`src/rtl/sort_job_scheduler.sv`:
```
// Two-requester front end for a streaming sorter: arbitrates jobs, clears
// the sorter, feeds it the owner's elements and returns the sorted stream.
module sort_job_scheduler #(
    parameter int DATA_WIDTH       = 8,
    parameter int ELEMENT_NUM      = 16,
    parameter int LOG2_ELEMENT_NUM = 4,
    parameter int CLR_CYCLES       = 2,
    parameter int TIMEOUT          = 255
) (
    input  logic                        clk_mn,
    input  logic                        rst,
    input  logic                        req0,
    input  logic                        req1,
    output logic                        grant0,
    output logic                        grant1,
    input  logic                        ld_valid0,
    input  logic                        ld_valid1,
    input  logic [DATA_WIDTH-1:0]       ld_data0,
    input  logic [DATA_WIDTH-1:0]       ld_data1,
    output logic                        ld_ready,
    output logic                        srt_rst,
    output logic                        srt_valid,
    output logic [DATA_WIDTH-1:0]       srt_data,
    input  logic                        sm_valid,
    input  logic [LOG2_ELEMENT_NUM-1:0] sm_addr,
    input  logic [DATA_WIDTH-1:0]       sm_data,
    input  logic                        sm_done,
    output logic                        out_valid0,
    output logic                        out_valid1,
    output logic [LOG2_ELEMENT_NUM-1:0] out_addr,
    output logic [DATA_WIDTH-1:0]       out_data,
    output logic                        job_done0,
    output logic                        job_done1,
    output logic                        err
);

    typedef enum logic [2:0] {
        IDLE, CLEAR, LOAD, SORT, DRAIN, FINISH
    } state_t;

    localparam int CW = LOG2_ELEMENT_NUM + 1;
    localparam logic [CW-1:0] ELEM_MAX  = CW'(ELEMENT_NUM);
    localparam logic [CW-1:0] ELEM_LAST = CW'(ELEMENT_NUM - 1);
    localparam logic [3:0]    CLR_LAST  = 4'(CLR_CYCLES - 1);
    localparam logic [15:0]   TMO_LAST  = 16'(TIMEOUT - 1);

    state_t                state;
    logic                  owner;
    logic                  last_owner;
    logic [CW-1:0]         elem_cnt;
    logic [3:0]            clr_cnt;
    logic [15:0]           tmo_cnt;
    logic                  own_valid;
    logic [DATA_WIDTH-1:0] own_data;
    logic                  accept;
    logic                  pick;

    assign own_valid = owner ? ld_valid1 : ld_valid0;
    assign own_data  = owner ? ld_data1 : ld_data0;
    assign accept    = (state == LOAD) && own_valid && (elem_cnt < ELEM_MAX);
    assign ld_ready  = accept;
    assign srt_rst   = (state == IDLE) || (state == CLEAR);

    // On contention the requester that did not own the last job wins
    assign pick = (req0 && req1) ? !last_owner : req1;

    always_ff @(posedge clk_mn or posedge rst) begin
        if (rst) begin
            state      <= IDLE;
            owner      <= 1'b0;
            last_owner <= 1'b1;
            grant0     <= 1'b0;
            grant1     <= 1'b0;
            elem_cnt   <= '0;
            clr_cnt    <= '0;
            tmo_cnt    <= '0;
            srt_valid  <= 1'b0;
            srt_data   <= '0;
            out_valid0 <= 1'b0;
            out_valid1 <= 1'b0;
            out_addr   <= '0;
            out_data   <= '0;
            job_done0  <= 1'b0;
            job_done1  <= 1'b0;
            err        <= 1'b0;
        end else begin
            srt_valid  <= 1'b0;
            out_valid0 <= 1'b0;
            out_valid1 <= 1'b0;
            job_done0  <= 1'b0;
            job_done1  <= 1'b0;
            unique case (state)
                IDLE: begin
                    if (req0 || req1) begin
                        owner   <= pick;
                        grant0  <= !pick;
                        grant1  <= pick;
                        clr_cnt <= '0;
                        state   <= CLEAR;
                    end
                end
                CLEAR: begin
                    if (clr_cnt == CLR_LAST) begin
                        elem_cnt <= '0;
                        state    <= LOAD;
                    end else begin
                        clr_cnt <= clr_cnt + 4'd1;
                    end
                end
                LOAD: begin
                    if (accept) begin
                        srt_valid <= 1'b1;
                        srt_data  <= own_data;
                        elem_cnt  <= elem_cnt + 1'b1;
                        if (elem_cnt == ELEM_LAST) begin
                            tmo_cnt <= '0;
                            state   <= SORT;
                        end
                    end
                end
                SORT: begin
                    if (sm_valid) begin
                        out_valid0 <= !owner;
                        out_valid1 <= owner;
                        out_addr   <= sm_addr;
                        out_data   <= sm_data;
                        if (sm_done) begin
                            job_done0 <= !owner;
                            job_done1 <= owner;
                            state     <= FINISH;
                        end else begin
                            state <= DRAIN;
                        end
                    end else if (tmo_cnt == TMO_LAST) begin
                        // Sorter stalled: flag it and retry the same owner
                        err     <= 1'b1;
                        clr_cnt <= '0;
                        state   <= CLEAR;
                    end else begin
                        tmo_cnt <= tmo_cnt + 16'd1;
                    end
                end
                DRAIN: begin
                    if (sm_valid) begin
                        out_valid0 <= !owner;
                        out_valid1 <= owner;
                        out_addr   <= sm_addr;
                        out_data   <= sm_data;
                    end
                    if (sm_done) begin
                        job_done0 <= !owner;
                        job_done1 <= owner;
                        state     <= FINISH;
                    end
                end
                FINISH: begin
                    grant0     <= 1'b0;
                    grant1     <= 1'b0;
                    last_owner <= owner;
                    state      <= IDLE;
                end
                default: state <= IDLE;
            endcase
        end
    end

endmodule
```
`config.mk`:
```
export PLATFORM = sky130hd
export DESIGN_NAME = sort_job_scheduler
export DESIGN_NICKNAME = d
export VERILOG_FILES = /design/src/rtl/sort_job_scheduler.sv
export SDC_FILE = /design/constraint.sdc
export NUM_CORES = 1
export LEC_CHECK = 0
export ABC_AREA = 1
export CORE_MARGIN = 5
export CORE_UTILIZATION = 55
export DETAILED_ROUTE_END_ITERATION = 12
export GPL_ROUTABILITY_DRIVEN = 1
export PLACE_DENSITY_LB_ADDON = 0.2
export RECOVER_POWER = 50
export SYNTH_ARGS = -nofsm -noshare
export SYNTH_HDL_FRONTEND = slang
export SYNTH_SLANG_ARGS = --single-unit
```
`constraint.sdc`:
```
create_clock -name clk_mn -period 3.1 [get_ports clk_mn]
set_input_delay 0.93 -clock clk_mn [delete_from_list [all_inputs] [get_ports clk_mn]]
set_output_delay 0.93 -clock clk_mn [all_outputs]
set_load 0.01 [all_outputs]
```
==> key figures, run 1 <==
Run status
  • Outcome: completed

Global route
  • Largest net degree at the start of global routing: 26
  • First-pass GRT wire length: approximately 13 mm
  • Vias in the first global route: a little under 3000
  • Initial antenna violation count: 0
  • GR Overflow Total: 0
  • GRT Total Usage: between 20 and 25%

Placement
  • Placement Cell Area: 3880 µm²
  • Dpl cells: 544
  • Gpl congestion: 0.929
  • Dpl ws: -0.0626 ns
  • Buffers on Ports: 65
  • DP HPWL: 5.43 mm

Critical path
  • Setup CP Type: in -> out
  • Register-to-register setup slack: ~0.87 ns
  • Crit start category: input pin
  • Slowest stage delay, CP: between 0.4 and 0.5 ns
  • Worst r2r path cells: 7
  • Worst r2r dst: srt_data[5]
  • Critical Path, Cell by Cell: clkdlybuf4s50_1 > inv_1 > nand2_1 > nand3_1 > nor2_1 > dlygate4sd2_1
  • Crit-path max FO: 2
  • Critical Path RT: 2.17 ns
  • CP max stage cell: clkdlybuf4s50_1
  • Crit-path leading delay family: buffers and inverters
  • Critical path buffers and inverters: 3
  • Worst EP arrival: 1.96 ns
  • Worst setup EP type: output pin
  • R2r startpoint: owner

Min path
  • HP Start: out_data[6]
  • Hold depth: 2
  • Hold/Removal Path Class: reg -> reg
  • WHS Endpoint: out_data[6]

CTS
  • Clock buffer depth: 2
  • CTS tree: built
  • Root Buffer: clkbuf_8
  • Post-CTS sizing: 1
  • Post-CTS Repair Setup Buffers: 0
  • Clock sink count: 58
  • Clock Latency Late Sink: 0.34 ns
  • TritonCTS Buffers: 9
  • H-tree Lvls: 3
  • Worst-path clk slew: 0.06 ns
  • Hold-fix buffers at CTS: 0

Layout
  • Fin area: 4070 µm²
  • Multi-input logic area: 1480 µm²
  • Layout cells sized above 1: ~8.6%
  • Most frequent cells in the layout: nand2_1, clkdlybuf4s50_1, dfrtp_1, nor2_1, nand3_1
  • Fin cells: 560
  • Core Util, Final: ~73%
  • Diode count: 0
  • Fill count: 432
  • Most common cell after layout, fill and taps aside: nand2_1
  • FF+latch area: 1450 µm²
  • Area grow syn2layout: 28.7%
  • Nets: 525

Detailed routing
  • DRC: 0
  • DR vias: 2918
  • Via density: 5.21
  • Final wirelength: roughly 7.5 mm
  • DR WL/cell: between 10 and 15 µm
  • Iteration-0 DRC Markers: between 100 and 150
  • Antenna-violating nets left: 0
  • Drt first pass iters: 4

Yosys
  • Post-Syn Area: 3160 µm²
  • Number of flops mapped to enable cells by yosys: 0
  • Largest family of logic cells by synthesized area: simple AND/OR/NAND/NOR gates
  • Synth Area in Adders: 2.38%
  • Mapped Cells: 413
  • Xor/xnor share of the synthesized area: 3.05%
  • Mux contribution to synthesized area: 0%
  • Mean Syn Cell Area: between 7 and 8 µm²
  • Post-synthesis sequential area ratio: 46.0%
  • Mapped Nets: 455
  • Synth async-reset ratio: 100%
  • Yosys reg bits: slightly below 60
  • Top FF cell, synth: dfrtp_1
  • Library cells used by synthesis: 32
  • Compound-Gate Fraction of Synth Area: 5.59%
  • Synth Warn #: 0
  • Post-Synth Simple-Gate Area: a little under two fifths

Timing
  • Tmin final: 2.89 ns
  • Final Cycle Share: 93.4%
  • Hold Fails Final Rpt: 0
  • Slew @ Worst Pin: 1.06 ns
  • Relative slew margins: 28.8%
  • Final Max Slew Viols: 0
  • Clock Skew: 0.00715 ns
  • Setup violations, final: 0
  • Final Worst Setup Slack: 0.206 ns
  • RSZ-0062 raised after global routing: false
  • F_max: about 0.35 GHz

Floorplan
  • Core area: 5540 µm²
  • Die area: 7360 µm²
  • IO Count: between 60 and 70
  • Starting density of the core: 57.0%
  • Placement Rows: 27
  • Die extent in x: 85.8 µm
  • Chip height: around 86 µm

Pwr
  • Power Density: 839 nW/µm²
  • Switch Pwr: around 1300 µW
  • Clock Power Share: 24.5%
  • Seq pwr share: 34.1%
  • Net Sw Frac: a little under two fifths
  • Worst VDD drop: 0.609 mV
  • Logic pwr share: a little over 40%
  • Internal power: 2110 µW
  • Pwr Total: 3410 µW
  • Leakage power: between 0.002 and 0.0025 µW

Flow run
  • Max-Cap Viols: 0
[metrics by stage]
step | setup TNS [ns] | hold slack (ns)
after floorplan | 0 | 0.459
after detailed placement | -0.0626 | 0.457
after global placement | -0.0335 | 0.454
after global routing | 0 | 0.500
final | 0 | 0.471
after CTS | 0 | 0.474
[cell usage after synthesis (2+ instances only)]
cell type    n  area (µm²)
a21oi_1      3        15.0
a21oi_4      2        32.5
a31oi_1      8        50.1
buf_2        3        15.0
buf_4        3        22.5
clkbuf_1     4        15.0
dfrtp_1     57        1430
ha_1         6        75.1
inv_1       30         113
inv_2        4        15.0
nand2_1    152         571
nand2_2     11        68.8
nand3_1     37         185
nand4_1      6        37.5
nor2_1      48         180
nor2_4       3        33.8
o21ai_0      8        40.0
o21ai_1      3        15.0
or2_2        3        18.8
xnor2_1      5        43.8
xor2_1       6        52.6
[area by class of cell]
cell class                      instances  share of cell area [%]
Clock buffer                           11                    3.23
Clock inverter                          5                    2.52
Inverter                               34                    3.14
Multi-Input combinational cell        310                    36.5
Sequential cell                        58                    35.7
Tap cell                               72                    2.22
Timing Repair Buffer                   70                    16.7
[cells by family after synthesis]
group | after synthesis
AND/OR/NAND/NOR | 266
flip-flops | 58
buffers and inverters | 45
AO/OA/AOI/OAI | 27
XOR/XNOR | 11
adder cells (fa/ha/maj) | 6
[sequential cells by signal, indices dropped and copies added, names as in the netlist]
| signal | count |
|---|---|
| last_owner | 1 |
| job_done0 | 1 |
| grant0 | 1 |
| err | 1 |
| out_valid0 | 1 |
| tmo_cnt | 16 |
| state | 3 |
| out_addr | 4 |
| grant1 | 1 |
| out_data | 8 |
| srt_data | 8 |
| srt_valid | 1 |
| clr_cnt | 4 |
| out_valid1 | 1 |
| job_done1 | 1 |
| owner | 1 |
| elem_cnt | 5 |
[worst max path at each step]
| stage | start | endpoint | slack, ns | cells after the start |
|---|---|---|---|---|
| after floorplan | rst | clr_cnt[0] | 0.74 | 1 |
| after global placement | ld_valid1 | ld_ready | -0.03 | 6 |
| after detailed placement | ld_valid1 | ld_ready | -0.06 | 6 |
| after CTS | ld_valid1 | ld_ready | 0.20 | 6 |
| after global routing | ld_valid1 | ld_ready | 0.11 | 6 |
| final | ld_valid1 | ld_ready | 0.21 | 6 |
[layer usage]
metal | share of wire [%] | vias up | global-route usage, %
met5 | 0 | - | 0
met4 | 1.7 | 0 | 8.92
met3 | 8.3 | 14 | 7.01
met2 | 46 | 113 | 35.7
met1 | 44 | 1349 | 28.1
li1 | - | 1442 | -
[worst min-delay path, stage by stage (launching register included)]
cell     delay (ns)
dfrtp_1        0.34
nand2_1        0.05
nand2_1        0.04
[power groups by stage]
stage	Sequential, µW	Clock [µW]	Combinational [µW]
floorplan	1180	0	884
global placement	1160	0	1420
detailed placement	1170	0	1470
CTS	1160	845	1470
global route	1190	889	1580
finish	1160	835	1410
Note: power is estimated with default switching activity, not from simulation.
==> inputs of run 2 (changes only) <==
--- a/config.mk
+++ b/config.mk
@@ -12,6 +12,7 @@
 export GPL_ROUTABILITY_DRIVEN = 1
 export PLACE_DENSITY_LB_ADDON = 0.2
 export RECOVER_POWER = 50
+export REMOVE_ABC_BUFFERS = 1
 export SYNTH_ARGS = -nofsm -noshare
 export SYNTH_HDL_FRONTEND = slang
 export SYNTH_SLANG_ARGS = --single-unit
==> run 2 against run 1 <==
  * Clock-buffer cell count stayed put
  * Clock power fell by 31%
  * Sequential share of layout area rose by 0.78 points
  * Fmax is 0.92% higher
  * Worst hold slack is essentially flat
  * Critical path depth unchanged
  * Die area did not move
  * Wire length down 1.2%
  * Utilization decreased by 1.6 points
  * Cell count decreased by 0.36%
  * Largest power group unchanged
==> key figures, run 2 (same netlist as run 1, synthesis figures left out) <==
Timing
  • RSZ-0062 raised after global routing: false (unchanged)
  • Setup violations, final: 0 (unchanged)
  • Final Max Slew Viols: 0 (unchanged)
  • Tmin final: 2.87 ns (was 2.89 ns)
  • Clock Skew: 0.00826 ns (was 0.00715 ns)
  • Hold Fails Final Rpt: 0 (unchanged)
  • Slew @ Worst Pin: 1.44 ns (was 1.06 ns)
  • Final Cycle Share: 92.5% (was 93.4%)
  • F_max: 0.349 GHz (was 0.346 GHz)
  • Relative slew margins: 4.11% (was 28.8%)

CTS
  • Clock Latency Late Sink: 0.33 ns (was 0.34 ns)
  • TritonCTS Buffers: 9 (unchanged)
  • Clock sink count: 58 (unchanged)
  • CTS tree: built (unchanged)
  • H-tree Lvls: 3 (unchanged)
  • Root Buffer: clkbuf_8 (unchanged)
  • Clock buffer depth: 2 (unchanged)
  • Worst-path clk slew: 0.06 ns (about the same)

Critical path
  • Crit start category: input pin (unchanged)
  • CP max stage cell: clkdlybuf4s50_1 (unchanged)
  • Setup crit end: ld_ready (unchanged)
  • Crit-path max FO: 2 (unchanged)
  • Critical path buffers and inverters: 3 (unchanged)
  • Crit-path leading delay family: buffers and inverters (unchanged)
  • Critical Path, Cell by Cell: clkdlybuf4s50_1 > inv_1 > nand2_1 > nand3_1 > nor2_1 > dlygate4sd2_1 (unchanged)
  • Slowest stage delay, CP: 0.48 ns (about the same)
  • Worst r2r dst: srt_data[7] (was srt_data[5])
  • Register-to-register setup slack: 0.88 ns (was 0.87 ns)
  • Critical path origin: ld_valid1 (unchanged)
  • Cell count along the critical path: 6 (unchanged)
  • Setup CP Type: in -> out (unchanged)
  • Critical Path RT: 2.17 ns (about the same)
  • Worst setup EP type: output pin (unchanged)
  • Worst EP arrival: 1.94 ns (was 1.96 ns)
  • Worst r2r path cells: 6 (was 7)
  • R2r startpoint: owner (unchanged)

Global route
  • GRT Total Usage: 21.2% (was 22.3%)
  • GR Overflow Total: 0 (unchanged)
  • Initial antenna violation count: 0 (unchanged)
  • Vias in the first global route: 2761 (was 2901)
  • Largest net degree at the start of global routing: 59 (was 26)
  • First-pass GRT wire length: 12.5 mm (was 13.1 mm)

Run status
  • Outcome: completed (unchanged)

Layout
  • Fin cells: 558 (was 560)
  • Most flops, register: tmo_cnt (unchanged)
  • Max reg flops: 16 (unchanged)
  • Layout cells sized above 1: 8.44% (was 8.61%)
  • Area grow syn2layout: 26.0% (was 28.7%)
  • Most frequent cells in the layout: nand2_1, clkdlybuf4s50_1, dfrtp_1, nor2_1, nand3_1 (unchanged)
  • Diode count: 0 (unchanged)
  • Nets: 524 (was 525)
  • Fin area: 3980 µm² (was 4070 µm²)
  • Biggest regs: tmo_cnt: 16 flops, out_data: 8 flops, srt_data: 8 flops (unchanged)
  • Most common cell after layout, fill and taps aside: nand2_1 (unchanged)

Placement
  • DP HPWL: 5.31 mm (was 5.43 mm)
  • Gpl congestion: 0.938 (was 0.929)
  • Placement Cell Area: 3870 µm² (was 3880 µm²)
  • Dpl cells: 543 (was 544)
  • Buffers on Ports: 65 (unchanged)

Floorplan
  • Chip height: 85.8 µm (unchanged)
  • Die extent in x: 85.8 µm (unchanged)
  • Placement Rows: 27 (unchanged)
  • IO Count: 66 (unchanged)
  • Starting density of the core: 57.0% (unchanged)
  • Die area: 7360 µm² (unchanged)
  • Core area: 5540 µm² (unchanged)

Detailed routing
  • DRC: 0 (unchanged)
  • Drt first pass iters: 4 (unchanged)
  • DR vias: 2931 (was 2918)
  • DR WL/cell: 13.3 µm (was 13.4 µm)
  • Iteration-0 DRC Markers: 150 (was 140)
  • Final wirelength: 7.42 mm (was 7.51 mm)
  • Antenna-violating nets left: 0 (unchanged)
  • Via density: 5.25 (was 5.21)

Pwr
  • Leakage power: 0.00198 µW (was 0.00201 µW)
  • Pwr Total: 3140 µW (was 3410 µW)
  • Worst VDD drop: 0.535 mV (was 0.609 mV)
  • Power Density: 789 nW/µm² (was 839 nW/µm²)

Flow run
  • Max-Cap Viols: 0 (unchanged)

Min path
  • Hold/Removal Path Class: reg -> reg (unchanged)
  • Hold depth: 2 (unchanged)
## run 2: changes by cell type in the layout (fill, tap and decap cells not counted), sizes merged
cell,change
clkinvlp,-1
bufinv,-3
clkbuf,-1
clkinv,+4
inv,-1
## run 2: what timing repair did
action	4_1_cts	5_1_grt
gates resized for setup	1	0
endpoints found under the setup margin	1	0
buffers inserted	0	0
hold buffers	0	0
## run 2: how the worst min path moves through the flow
stage                start     endpoint  slack [ns]
3_3_place_gp   out_addr[0]  out_addr[0]        0.45
3_5_place_dp   out_addr[1]  out_addr[1]        0.46
6_report       out_addr[1]  out_addr[1]        0.47
2_1_floorplan  elem_cnt[4]  elem_cnt[4]        0.46
5_1_grt        out_addr[1]  out_addr[1]        0.49
4_1_cts        out_addr[1]  out_addr[1]        0.47
## run 2: cell type report
type,instances,area (µm²)
Fill cell,469,1560
Multi-Input combinational cell,310,1480
Sequential cell,58,1450
Timing Repair Buffer,69,673
Clock buffer,11,131
Inverter,34,128
Tap cell,72,90.1
Clock inverter,4,20.0
## run 2: layer usage
| layer | vias up | global-route usage (%) | wire [µm] |
|---|---|---|---|
| met4 | 0 | 8.78 | 91 |
| li1 | 1444 | - | - |
| met3 | 10 | 4.32 | 417 |
| met1 | 1386 | 26.5 | 3230 |
| met2 | 91 | 35.7 | 3680 |
| met5 | - | 0 | 0 |
## run 2: tightest hold or removal path: cells and delay by family (launching register included)
kind / cells / cell delay, ns
flops: 1 / 0.34
simple gates: 2 / 0.09
## run 2: stage by stage
| stage | utilization (%) | setup WS, ns | hold WS, ns | setup TNS [ns] |
|---|---|---|---|---|
| after floorplan | - | 0.744 | 0.459 | 0 |
| after global placement | 69.9 | -0.0364 | 0.455 | -0.0364 |
| after detailed placement | 69.9 | -0.0508 | 0.458 | -0.0508 |
| after CTS | 72.6 | 0.215 | 0.474 | 0 |
| after global routing | 71.8 | 0.0843 | 0.489 | 0 |
| final | 71.8 | 0.232 | 0.470 | 0 |
## run 2: report_power, final
group          internal [µW]  switching, µW  total [µW]  leakage (µW)
sequential               977            181        1160      0.000753
combinational            601            807        1410       0.00114
clock                    280            294         574     0.0000827
total                   1860           1280        3140       0.00198
